## src/rtl/trig_readout_scheduler.sv

```systemverilog
// Trigger readout scheduler: pops one TTC trigger word at a time, hands it
// to the command manager, waits for completion and reports it upstream.
module trig_readout_scheduler #(
   parameter logic [23:0] TIMEOUT_CYCLES = 24'd10_000_000
) (
   input  logic         clk,
   input  logic         reset_n,
   input  logic         enable,
   input  logic         fifo_valid,
   input  logic [127:0] fifo_data,
   output logic         fifo_ready,
   output logic         rd_req,
   output logic [23:0]  rd_trig_num,
   output logic [23:0]  rd_event_cnt,
   output logic [4:0]   rd_trig_type,
   output logic [43:0]  rd_timestamp,
   output logic         rd_empty,
   input  logic         rd_ack,
   input  logic         rd_done,
   input  logic [22:0]  rd_size,
   output logic         readout_done,
   output logic [22:0]  readout_size,
   output logic [2:0]   state,
   output logic [31:0]  event_count,
   output logic [31:0]  empty_count,
   output logic         error_timeout
);

   typedef enum logic [2:0] {
      S_IDLE      = 3'd0,
      S_REQUEST   = 3'd1,
      S_WAIT_DONE = 3'd2,
      S_REPORT    = 3'd3,
      S_ERROR     = 3'd4
   } state_e;

   state_e      state_q, state_d;
   logic [23:0] tmo_q, tmo_d;
   logic [22:0] size_q, size_d;
   logic [31:0] evt_q, evt_d;
   logic [31:0] emp_q, emp_d;

   logic [23:0] trig_num_q;
   logic [23:0] event_cnt_q;
   logic [4:0]  trig_type_q;
   logic [43:0] timestamp_q;
   logic        empty_q;

   logic        accept;
   logic        unused_fifo_bits;

   assign unused_fifo_bits = ^fifo_data[127:98];

   assign fifo_ready = (state_q == S_IDLE) & enable;
   assign accept     = fifo_valid & fifo_ready;

   always_comb begin
      state_d = state_q;
      tmo_d   = tmo_q;
      size_d  = size_q;
      evt_d   = evt_q;
      emp_d   = emp_q;
      case (state_q)
         S_IDLE: begin
            if (accept) state_d = S_REQUEST;
         end
         S_REQUEST: begin
            if (rd_ack) begin
               tmo_d = '0;
               if (rd_done) begin
                  size_d  = rd_size;
                  state_d = S_REPORT;
               end else begin
                  state_d = S_WAIT_DONE;
               end
            end
         end
         S_WAIT_DONE: begin
            // completion on the final timeout cycle still wins
            if (rd_done) begin
               size_d  = rd_size;
               state_d = S_REPORT;
            end else if (tmo_q == TIMEOUT_CYCLES - 24'd1) begin
               state_d = S_ERROR;
            end else begin
               tmo_d = tmo_q + 24'd1;
            end
         end
         S_REPORT: begin
            evt_d   = evt_q + 32'd1;
            emp_d   = emp_q + {31'd0, empty_q};
            state_d = S_IDLE;
         end
         S_ERROR: begin
            state_d = S_ERROR;
         end
         default: begin
            state_d = S_IDLE;
         end
      endcase
   end

   always_ff @(posedge clk or negedge reset_n) begin
      if (!reset_n) begin
         state_q <= S_IDLE;
         tmo_q   <= '0;
         size_q  <= '0;
         evt_q   <= '0;
         emp_q   <= '0;
      end else begin
         state_q <= state_d;
         tmo_q   <= tmo_d;
         size_q  <= size_d;
         evt_q   <= evt_d;
         emp_q   <= emp_d;
      end
   end

   // Word fields stay frozen for the whole event once accepted
   always_ff @(posedge clk or negedge reset_n) begin
      if (!reset_n) begin
         trig_num_q  <= '0;
         event_cnt_q <= '0;
         trig_type_q <= '0;
         timestamp_q <= '0;
         empty_q     <= 1'b0;
      end else if (accept) begin
         timestamp_q <= fifo_data[43:0];
         trig_num_q  <= fifo_data[67:44];
         event_cnt_q <= fifo_data[91:68];
         trig_type_q <= fifo_data[96:92];
         empty_q     <= fifo_data[97];
      end
   end

   assign rd_req        = (state_q == S_REQUEST);
   assign readout_done  = (state_q == S_REPORT);
   assign error_timeout = (state_q == S_ERROR);
   assign readout_size  = size_q;
   assign state         = state_q;
   assign event_count   = evt_q;
   assign empty_count   = emp_q;
   assign rd_trig_num   = trig_num_q;
   assign rd_event_cnt  = event_cnt_q;
   assign rd_trig_type  = trig_type_q;
   assign rd_timestamp  = timestamp_q;
   assign rd_empty      = empty_q;

endmodule

```

## config.mk

```make
export PLATFORM = sky130hd
export DESIGN_NAME = trig_readout_scheduler
export DESIGN_NICKNAME = d
export VERILOG_FILES = /design/src/rtl/trig_readout_scheduler.sv
export SDC_FILE = /design/constraint.sdc
export NUM_CORES = 1
export LEC_CHECK = 0
export CAP_MARGIN = 20
export CORE_AREA = 2 2 152 154
export CTS_CLUSTER_DIAMETER = 120
export CTS_CLUSTER_SIZE = 28
export DETAILED_ROUTE_END_ITERATION = 8
export DIE_AREA = 0 0 154 156
export PLACE_DENSITY = 0.73
export SLEW_MARGIN = 20
export SYNTH_ARGS = -nofsm -noshare
export SYNTH_HDL_FRONTEND = slang
export SYNTH_SLANG_ARGS = --single-unit
```

## constraint.sdc

```tcl
create_clock -name clk -period 2.01 [get_ports clk]
set_input_delay 0.3015 -clock clk [delete_from_list [all_inputs] [get_ports clk]]
set_output_delay 0.3015 -clock clk [all_outputs]
set_load 0.01 [all_outputs]
```

==> summary.txt, run 1 <==
Global route
  • All-Layer GR Usage: 19.3%
  • Global-route wire length before repair: 37.3 mm
  • Initial antenna violation count: 0
  • Vias in the first global route: 6,744
  • Pin count of the biggest net entering global routing: 58
  • Grt ovf: 0

Drt
  • Routed length on met1: 10.0 mm
  • DRC viols: 0
  • Final ANT Viol Nets: 0
  • Top sig layer: met4
  • DRT Wirelength: 24.1 mm
  • Detailed Routing Iterations Pass 1: 4
  • Met3 WL: 1.75 mm
  • Met2 WL post-DR: 11.9 mm
  • Vias per inst: 5.07
  • Wire per inst: 18.0 um
  • Initial drt markers: 310
  • Via Count: 6,774

Finish
  • Nets: 1,214
  • Share of layout cells above drive strength 1: 21.4%
  • Fillers: 1,818
  • Diodes inserted: 0
  • Leading cell types in the layout, fill and taps excluded: clkdlybuf4s50_1 (313), dfrtp_1 (212), mux2_2 (124), buf_4 (53), xnor2_1 (45)
  • Non-Filler Instances: 1,337
  • Leading cell type in the layout, fill and taps excluded: clkdlybuf4s50_1
  • P&R area growth vs syn: 49.5%

Worst setup path
  • Worst EP arrival: 2.52 ns
  • CP required: 2.35 ns
  • R2r endpoint: state[1]$_DFFE_PN0P_
  • Reg2reg start: tmo_q[16]$_DFFE_PN0P_
  • Crit path max-delay cell type: or4_4
  • Crit path kind: flop to flop
  • Worst R2R Setup Slack: -0.17 ns
  • Worst r2r path cells: 5
  • Max stage delay on crit path: 0.60 ns
  • WP buf/inv: 0
  • CP Cell Sequence: or4_1 -> or4_4 -> or3_4 -> nand2b_1 -> a21oi_1
  • Cell family with most CP delay: simple AND/OR/NAND/NOR gates
  • Critical Path Source Type: flop
  • CP endpoint kind: flop
  • Crit Path Max Fanout: 3

Logic synthesis
  • Fraction of registers with async set/reset: 100%
  • Post-Synth Adder-Cell Area: 0.566%
  • YS warnings: 0
  • Synth area leader: dfrtp_1
  • Synth Area in Simple Gates: 11.2%
  • Synth Net Count: 841
  • Area contributors post-synth: dfrtp_1 (60%), mux2_2 (16%), xnor2_1 (4.5%)
  • Mapped Avg Cell Area: 13.0 um2
  • FF+latch count, synth: 212
  • Number of distinct library cells after synthesis: 44
  • Post-synth EDFFs: 0
  • Most common flop cell mapped by yosys: dfrtp_1
  • Synth Cell Area: 0.00885 mm2
  • Complex-gate fraction of the synthesized area: 4.78%
  • Register area share after synthesis: 59.9%
  • Combinational family with the most area after synthesis: multiplexers
  • Post-synthesis xor/xnor area fraction: 6.04%
  • Area fraction of the dominant cell type after synthesis: 59.9%
  • Mapped Cells: 680
  • Mux contribution to synthesized area: 15.8%

Clock network
  • Num CTS Buffers: 11
  • Clock-pin transition on the worst setup and hold timing paths: 0.11 ns
  • Clock buffer depth: 3
  • Clk_lat worst skew: 0.48 ns
  • CTS tree: built
  • CTS Root Cell: clkbuf_16
  • Htree depth: 1
  • Sink Count: 212

STA
  • F_max: 460 MHz
  • Total Neg Setup Slack: -3.28 ns
  • Setup ws final: -0.165 ns
  • Worst-margin pin slew: 0.540 ns
  • Skew final: 0.0217 ns
  • RSZ-0062 raised after global routing: yes
  • Min Tclk post-route: 2.18 ns
  • # setup viols final: 26
  • Slew Viols, Final: 0
  • Final period util: 108%
  • Endpoints failing hold: 0
  • Relative max-transition margin: 63.8%

Pwr
  • Sequential share of power: 41.7%
  • Gate power share: 42.8%
  • Switching pwr: 0.00463 W
  • Clock share of power: 15.6%
  • Internal power: 0.0106 W
  • Sw frac: 30.4%
  • Pwr Density: 1150 mW/mm2
  • Worst vdd ir: 0.000762 V
  • Leakage power: 5.58 nW

Die
  • Ports: 349
  • FP Rows: 55
  • Std-Cell Core Area: 0.0224 mm2
  • Die H: 156 um
  • Total Die Area: 0.0240 mm2
  • Die W: 154 um
  • Initial Util: 39.6%

Place
  • Post-DP HPWL: 18.2 mm
  • Placed insts: 1,319
  • Place WS: -0.170 ns
  • I/O Buffers: 318
  • Placer Congestion: 0.811

Outcome
  • Status: complete, but fails checks
  • Failing checks: negative setup slack

Min path
  • Tightest Hold Check Type: primary input to asynchronous set/reset pin

Job
  • Max-cap violations: 0
[what timing repair did]
item	CTS	global route
endpoints found under the setup margin	30	35
hold buffers	1	0
pin swaps	0	7
setup buffers	1	3
gates resized for setup	7	19
cloned	1	0
endpoints found under the hold margin	49	0
[power by group through the flow]
stage / Sequential [W] / Clock (W) / Combinational (W)
6_report: 0.00636 / 0.00237 / 0.00652
5_1_grt: 0.00652 / 0.00263 / 0.00694
4_1_cts: 0.00636 / 0.00247 / 0.00658
3_5_place_dp: 0.00645 / 0 / 0.00653
3_3_place_gp: 0.00638 / 0 / 0.00644
2_1_floorplan: 0.00701 / 0 / 0.00201
[cell usage after synthesis, types with 6 or more instances]
cell / count
dfrtp_1: 212
nand4_1: 20
inv_1: 6
nand2b_1: 6
nor4_1: 11
and4_1: 8
xor2_1: 16
o31ai_1: 12
nor2_1: 26
nand2_1: 43
a31oi_1: 8
xnor2_1: 45
o21ai_1: 8
and3_1: 11
a21oi_1: 13
o21ai_0: 22
nand3_1: 31
buf_2: 7
mux2_2: 124
[registers in the layout, indices dropped and copies added (netlist names)]
register / count
rd_timestamp: 44
empty_count: 32
event_count: 32
rd_event_cnt: 24
rd_trig_num: 24
tmo_q: 24
readout_size: 23
rd_trig_type: 5
state: 3
rd_empty: 1
[how the worst max path moves through the flow]
stage,startpoint,end,slack (ns),depth (start not counted)
final,tmo_q[16]$_DFFE_PN0P_,state[1]$_DFFE_PN0P_,-0.17,5
after global routing,tmo_q[16]$_DFFE_PN0P_,tmo_q[8]$_DFFE_PN0P_,-0.24,6
after CTS,tmo_q[17]$_DFFE_PN0P_,tmo_q[1]$_DFFE_PN0P_,-0.17,4
after detailed placement,tmo_q[17]$_DFFE_PN0P_,tmo_q[22]$_DFFE_PN0P_,-0.17,6
after floorplan,state[2]$_DFFE_PN0P_,tmo_q[11]$_DFFE_PN0P_,-0.14,8
after global placement,tmo_q[17]$_DFFE_PN0P_,tmo_q[1]$_DFFE_PN0P_,-0.13,4
[metal layers]
metal | global-route usage [%] | vias to the layer above
met5 | 0 | -
met4 | 4.01 | 0
met3 | 4.92 | 34
met2 | 33.1 | 233
met1 | 24.8 | 3340
li1 | - | 3167
[worst register-to-register path: stages, from the launching register on]
cell	delay, ns
dfrtp_1	0.40
or4_1	0.52
or4_4	0.60
or3_4	0.37
nand2b_1	0.09
a21oi_1	0.06
[cell families (layout without fill, tap and decap cells)]
group,after synthesis,in the layout
buffers and inverters,28,399
adders and majority gates,4,4
AOI/OAI and AO/OA,70,70
and+or+nand+nor,181,182
muxes,124,124
xor gates and xnor gates,61,61
DFF,212,212
[layout make-up]
cell class | count | area (um2) | share of cell area, %
inverter | 6 | 22.5 | 0.170
multi-input combinational | 441 | 3490 | 26.4
tap | 285 | 357 | 2.70
timing repair buffer | 381 | 3770 | 28.5
clock inverter | 1 | 16.3 | 0.123
sequential | 212 | 5310 | 40.1
clock buffer | 11 | 275 | 2.08
[stage by stage]
step	hold slack, ns	instance area (um2)	util (%)	power [W]
5_1_grt	0.398	13200	59.2	0.0161
4_1_cts	0.384	13200	58.8	0.0154
2_1_floorplan	0.00591	8860	-	0.00902
3_3_place_gp	0.318	12800	57.4	0.0128
6_report	0.358	13200	59.2	0.0153
3_5_place_dp	0.318	12800	57.4	0.0130
(Power assumes the default switching activity.)
==> run 2: changes to the inputs <==
CORE_AREA = 2 2 141 143   (was 2 2 152 154)
DIE_AREA = 0 0 143 145   (was 0 0 154 156)
PLACE_DENSITY = 0.8   (was 0.73)
clock period = 2.6 ns   (was 2.01 ns; I/O delays follow)
==> summary.txt, run 2 (same netlist as run 1, synthesis figures left out) <==
Die
  • Die H: 145 um (-7.1%)
  • Total Die Area: 0.0207 mm2 (-14%)
  • FP Rows: 51 (-7.3%)
  • Initial Util: 46.1% (+6.5 points)
  • Std-Cell Core Area: 0.0192 mm2 (-14%)
  • Die W: 143 um (-7.1%)
  • Ports: 349 (unchanged)

Place
  • Dpl cell area: 0.0125 mm2 (-2.9%)
  • Placer Congestion: 0.809 (-0.19%)
  • I/O Buffers: 318 (unchanged)
  • Post-DP HPWL: 17.3 mm (-5.2%)

Worst setup path
  • R2r endpoint: tmo_q[14]$_DFFE_PN0P_
  • Reg2reg start: tmo_q[11]$_DFFE_PN0P_
  • Crit path max-delay cell type: clkdlybuf4s50_1
  • Worst r2r path cells: 6 (+1)
  • Setup crit end: readout_done
  • Crit path kind: flop to output port
  • CP required: 2.21 ns (-0.14 ns)
  • Crit Path Max Fanout: 11 (+8)
  • CP Cell Sequence: and3b_1 -> clkdlybuf4s50_1
  • Max stage delay on crit path: 0.66 ns (+0.06 ns)
  • Worst R2R Setup Slack: 0.30 ns (+0.47 ns)
  • Critical Path Source Type: flop
  • CP endpoint kind: output port
  • Crit path from: state[2]$_DFFE_PN0P_
  • Worst EP arrival: 2.04 ns (-0.48 ns)

Pwr
  • Worst vdd ir: 0.000597 V (-22%)
  • Switching pwr: 0.00346 W (-25%)
  • Gate power share: 42.0% (-0.8 points)
  • Power after layout: 0.0115 W (-24%)
  • Leakage power: 5.33 nW (-4.5%)
  • Sw frac: 29.9% (-0.43 points)
  • Sequential share of power: 42.4% (+0.7 points)
  • Internal power: 0.00809 W (-24%)
  • Pwr Density: 904 mW/mm2 (-22%)
  • Clock share of power: 15.6% (about the same)

Finish
  • Nets: 1,171 (-3.5%)
  • Finished Cell Area: 0.0128 mm2 (-3.4%)
  • Share of layout cells above drive strength 1: 16.9% (-4.4 points)
  • Fillers: 1,471 (-19%)
  • Largest register FFs: 44 (unchanged)
  • Leading cell type in the layout, fill and taps excluded: clkdlybuf4s50_1
  • P&R area growth vs syn: 44.4%
  • Leading cell types in the layout, fill and taps excluded: clkdlybuf4s50_1 (317), dfrtp_1 (212), mux2_2 (124), xnor2_1 (45), nand2_1 (42)

Clock network
  • Clk_lat worst skew: 0.46 ns (-0.02 ns)
  • Clock buffer depth: 3 (unchanged)
  • CTS Root Cell: clkbuf_16
  • CTS tree: built
  • Num CTS Buffers: 11 (unchanged)
  • Clock-pin transition on the worst setup and hold timing paths: 0.11 ns (about the same)
  • Post-CTS Setup Bufs: 0 (-1)
  • Htree depth: 1 (unchanged)
  • Sink Count: 212 (unchanged)

Global route
  • Pin count of the biggest net entering global routing: 60 (+3.4%)
  • Initial antenna violation count: 1 (+1)
  • Global-route wire length before repair: 36.1 mm (-3.1%)
  • Grt ovf: 0 (unchanged)
  • Vias in the first global route: 6,692 (-0.77%)
  • All-Layer GR Usage: 21.7% (+2.4 points)

Drt
  • Vias per inst: 5.16 (+1.9%)
  • Initial drt markers: 345 (+11%)
  • Final ANT Viol Nets: 0 (unchanged)
  • Met3 WL: 1.59 mm (-9.1%)
  • Top sig layer: met4
  • Via Count: 6,581 (-2.8%)
  • Routed length on met1: 9.17 mm (-8.5%)
  • Detailed Routing Iterations Pass 1: 4 (unchanged)
  • DRC viols: 0 (unchanged)
  • Wire per inst: 17.9 um (-0.84%)
  • Met2 WL post-DR: 11.5 mm (-2.9%)
  • DRT Wirelength: 22.8 mm (-5.4%)

STA
  • Skew final: 0.0194 ns (-0.00234 ns)
  • WHS: 0.461 ns (+0.103 ns)
  • RSZ-0062 raised after global routing: no
  • Min Tclk post-route: 2.43 ns
  • Endpoints failing hold: 0 (unchanged)
  • Total Neg Setup Slack: 0 ns (+3.28 ns)
  • Relative max-transition margin: 53.5% (-10 points)
  • F_max: 411 MHz
  • # setup viols final: 0 (-100%)
  • Worst-margin pin slew: 0.692 ns (+0.152 ns)
  • Final period util: 93.5%
  • Slew Viols, Final: 0 (unchanged)

Job
  • Max-cap violations: 0 (unchanged)

Outcome
  • Status: finished, final reports clean

Min path
  • Tightest Hold Check Type: primary input to asynchronous set/reset pin
==> run 2: cell types whose count changed in the layout (fill, tap and decap cells not counted), moves of 3 or more <==
cell / before / now
o21ai_0: 12 / 22
buf_12: 9 / 5
buf_4: 53 / 15
dlygate4sd2_1: 3 / 0
nor4_1: 6 / 11
nor4_2: 5 / 0
o21ai_1: 17 / 8
clkdlybuf4s50_1: 313 / 317
==> run 2: through the flow <==
stage,std cells,setup WS (ns),utilization (%)
final,1275,0.168,66.5
after global routing,1275,0.0869,66.5
after CTS,1274,0.160,66.5
after detailed placement,1261,0.315,64.9
after global placement,1261,0.385,64.9
after floorplan,680,0.405,-
==> run 2: how the worst min path moves through the flow <==
stage	from	endpoint	slack [ns]	depth (start not counted)
4_1_cts	reset_n	rd_timestamp[24]$_DFFE_PN0P_	0.48	2
2_1_floorplan	reset_n	empty_count[0]$_DFFE_PN0P_	0.09	0
6_report	reset_n	rd_timestamp[30]$_DFFE_PN0P_	0.46	2
3_3_place_gp	reset_n	rd_event_cnt[10]$_DFFE_PN0P_	0.41	1
5_1_grt	reset_n	rd_timestamp[30]$_DFFE_PN0P_	0.49	2
3_5_place_dp	reset_n	rd_timestamp[24]$_DFFE_PN0P_	0.42	1
==> run 2: area by class of cell <==
| cell class | instances | area [um2] | area share, % |
|---|---|---|---|
| sequential | 212 | 5310 | 41.5 |
| clock inverter | 1 | 16.3 | 0.127 |
| antenna | 1 | 2.50 | 0.0196 |
| tap | 265 | 332 | 2.59 |
| multi-input combinational | 440 | 3420 | 26.7 |
| clock buffer | 11 | 275 | 2.15 |
| timing repair buffer | 339 | 3410 | 26.7 |
| inverter | 6 | 22.5 | 0.176 |
==> run 2: power groups by stage <==
stage	clock (W)	sequential (W)	combinational, W
2_1_floorplan	0	0.00542	0.00154
3_3_place_gp	0	0.00490	0.00481
3_5_place_dp	0	0.00497	0.00489
4_1_cts	0.00189	0.00490	0.00491
5_1_grt	0.00198	0.00504	0.00516
6_report	0.00180	0.00490	0.00485
==> run 2: what timing repair did <==
item,in CTS,in global routing
hold buffers,1,0
endpoints found under the hold margin,55,0
resized for setup,0,0
==> run 2: metal layers <==
metal,vias to the layer above,track usage (%)
li1,3082,-
met1,3233,27.6
met2,229,37.8
met3,37,4.36
met4,0,5.25
met5,-,0
==> run 2: worst max-delay path: cells and delay by family (launching register included) <==
| kind | cells | cell delay [ns] |
|---|---|---|
| buffers and inverters | 1 | 0.66 |
| and+or+nand+nor | 1 | 0.51 |
| DFF | 1 | 0.40 |
==> run 3: changes to the inputs <==
SLEW_MARGIN = 25   (was 20)
==> results of run 3 <==
No change in the layout: final DEF, timing and power equal those of run 2.
==> edit (flow settings as in run 1) <==
Reset style: synchronous (`reset_n`), changed in 2 clocked blocks.
--- a/src/rtl/trig_readout_scheduler.sv
+++ b/src/rtl/trig_readout_scheduler.sv
@@ -101,5 +101,5 @@
    end
 
-   always_ff @(posedge clk or negedge reset_n) begin
+   always_ff @(posedge clk) begin
       if (!reset_n) begin
          state_q <= S_IDLE;
@@ -118,5 +118,5 @@
 
    // Word fields stay frozen for the whole event once accepted
-   always_ff @(posedge clk or negedge reset_n) begin
+   always_ff @(posedge clk) begin
       if (!reset_n) begin
          trig_num_q  <= '0;
Function: differs if reset_n is asserted again (counterexample within 4 cycles, from zero or initial values and one cycle with reset_n low); with reset_n held inactive, the same outputs for 4 cycles.
==> edit against run 1 <==
  * Setup slack improved by 0.17 ns
  * Critical endpoint is now tmo_q[1]
  * Utilization shrank 1.9 points
  * Area after synthesis down 5.1%
  * Via count is 21% higher
  * Wire length up 6.0%
  * Sequential share of layout area is 6.9 points lower
  * Count of clock-buffer cells in the layout stayed put
  * Sequential cell count did not move
  * Cell area is 3.3% lower
  * Highest routed layer unchanged
Power is not compared: it rests on default switching activity, and its combinational part moved more than twofold at a synthesized area within 25%.
==> edit: results (changes against run 1) <==
| Metric | Value |
|---|---|
| Outcome | finished, final reports clean |
| Sw Share | 24.6% |
| Vias in the first global route | 7740 (+15%) |
| Max FFs per register | 44 (unchanged) |
| Worst slack, placed | -0.260 ns (-0.0900 ns) |
| Hold Slack | 0.373 ns (+0.0147 ns) |
| R2r worst-path depth | 7 (+2) |
| Global Route Usage Sum | 20.1% (+0.79 points) |
| Clock Latency Late Sink | 0.46 ns (-0.02 ns) |
| R2r endpoint | tmo_q[1] |
| Setup slack after layout | 0.00348 ns (+0.169 ns) |
| WP data arrival | 2.41 ns (-0.11 ns) |
| Max_slew headroom | 57.7% (-6.0 points) |
| Worst Path Max Fanout | 11 (+8) |
| Max-cap violations | 0 (unchanged) |
| Share of cells above drive strength 1 | 8.74% (-13 points) |
| Worst r2r src | tmo_q[22] |
| Largest net degree at the start of global routing | 54 (-6.9%) |
| H-tree levels | 1 (unchanged) |
| Pre-Repair DR Iteration Count | 5 (+1) |
| Post-Synthesis Cells | 1000 (+47%) |
| Met2 GRT Util | 35.6% (+2.5 points) |
| HPWL Detailed | 18900 um (+4.0%) |
| Hold Path End | rd_timestamp[36] |
| Leakage | 4.56 nW |
| Post-DR wirelength/cell | 15.6 um (-13%) |
| Clock skew | 0.0135 ns (-0.00825 ns) |
| DRT met1 WL | 10600 um (+5.8%) |
| Post-synth net total | 1161 (+38%) |
| Register area share after synthesis | 50.5% (-9.4 points) |
| First-pass GRT wire length | 39900 um (+7.1%) |
| Post-synth ARST share | 0% (-100 points) |
| Via density | 5.00 (-1.2%) |
| Met3 wire len | 1690 um (-3.7%) |
| Synth cell types | 50 (+14%) |
| Met1 GRT Util | 24.6% (-0.22 points) |
| GPL Wtd Cong | 0.872 (+7.5%) |
| Synth area leaders | dfxtp_1 51%, nand2_1 10%, a21oi_1 7.0% |
| Final nets | 1512 (+25%) |
| WL met2 | 12600 um (+6.4%) |
| Antenna violations before repair | 0 (unchanged) |
| Fillers | 1994 (+9.7%) |
| DR vias | 8181 (+21%) |
| Most instantiated cells after synthesis | 231 x nand2_1, 212 x dfxtp_1, 118 x a21oi_1 |
| Worst path max stage delay | 0.51 ns (-0.09 ns) |
| DR iter-0 viols | 507 (+64%) |
| Min-delay worst type | input port to flip-flop |
| Clock group | 2.34 mW |
| CP max-delay cell | or4b_1 |
| Met3 GRT Util | 4.39% (-0.53 points) |
==> edit: metrics by stage <==
step / instance area (um^2) / util, % / TNS [ns]
after detailed placement: 12400 / 55.5 / -2.84
final: 12800 / 57.2 / 0
after global placement: 12400 / 55.5 / -2.38
after floorplan: 8400 / - / 0
after global routing: 12800 / 57.2 / -0.583
after CTS: 12700 / 57.0 / -0.00758
==> edit: cells by family (layout without fill, tap and decap cells) <==
family	after synthesis	after routing	synth area share [%]
compound gates	149	149	9.52
simple gates	485	485	26.6
fa+ha+maj	4	4	0.596
xor+xnor	62	62	6.47
mux	27	27	3.22
flops	212	212	50.5
buf+inv	61	411	3.02
==> edit: how the worst max path moves through the flow <==
| stage | from | end | cells after the start |
|---|---|---|---|
| 6_report | tmo_q[22] | tmo_q[1] | 7 |
| 4_1_cts | tmo_q[22] | tmo_q[1] | 7 |
| 3_5_place_dp | rd_done | tmo_q[9] | 8 |
| 5_1_grt | tmo_q[22] | tmo_q[11] | 7 |
| 3_3_place_gp | rd_done | tmo_q[9] | 8 |
| 2_1_floorplan | state[0] | event_count[18] | 6 |
==> edit: area by class of cell <==
class                      count  area, um^2  area share [%]
sequential                   212        4250            33.2
clock inverter                 1        16.3           0.127
tap                          285         357            2.79
timing repair buffer         394        3860            30.2
inverter                       5        23.8           0.186
multi-input combinational    727        4010            31.4
clock buffer                  11         275            2.15
==> edit: critical path, delay by kind of cell, from the launching register on <==
family          cells  cell delay, ns
compound gates      2            0.31
simple gates        3            1.05
flops               1            0.32
buf+inv             2            0.27
==> edit: repair_timing <==
action,CTS,global route
endpoints found under the setup margin,12,18
pin swaps,2,5
setup buffers,3,0
gates resized for setup,13,10
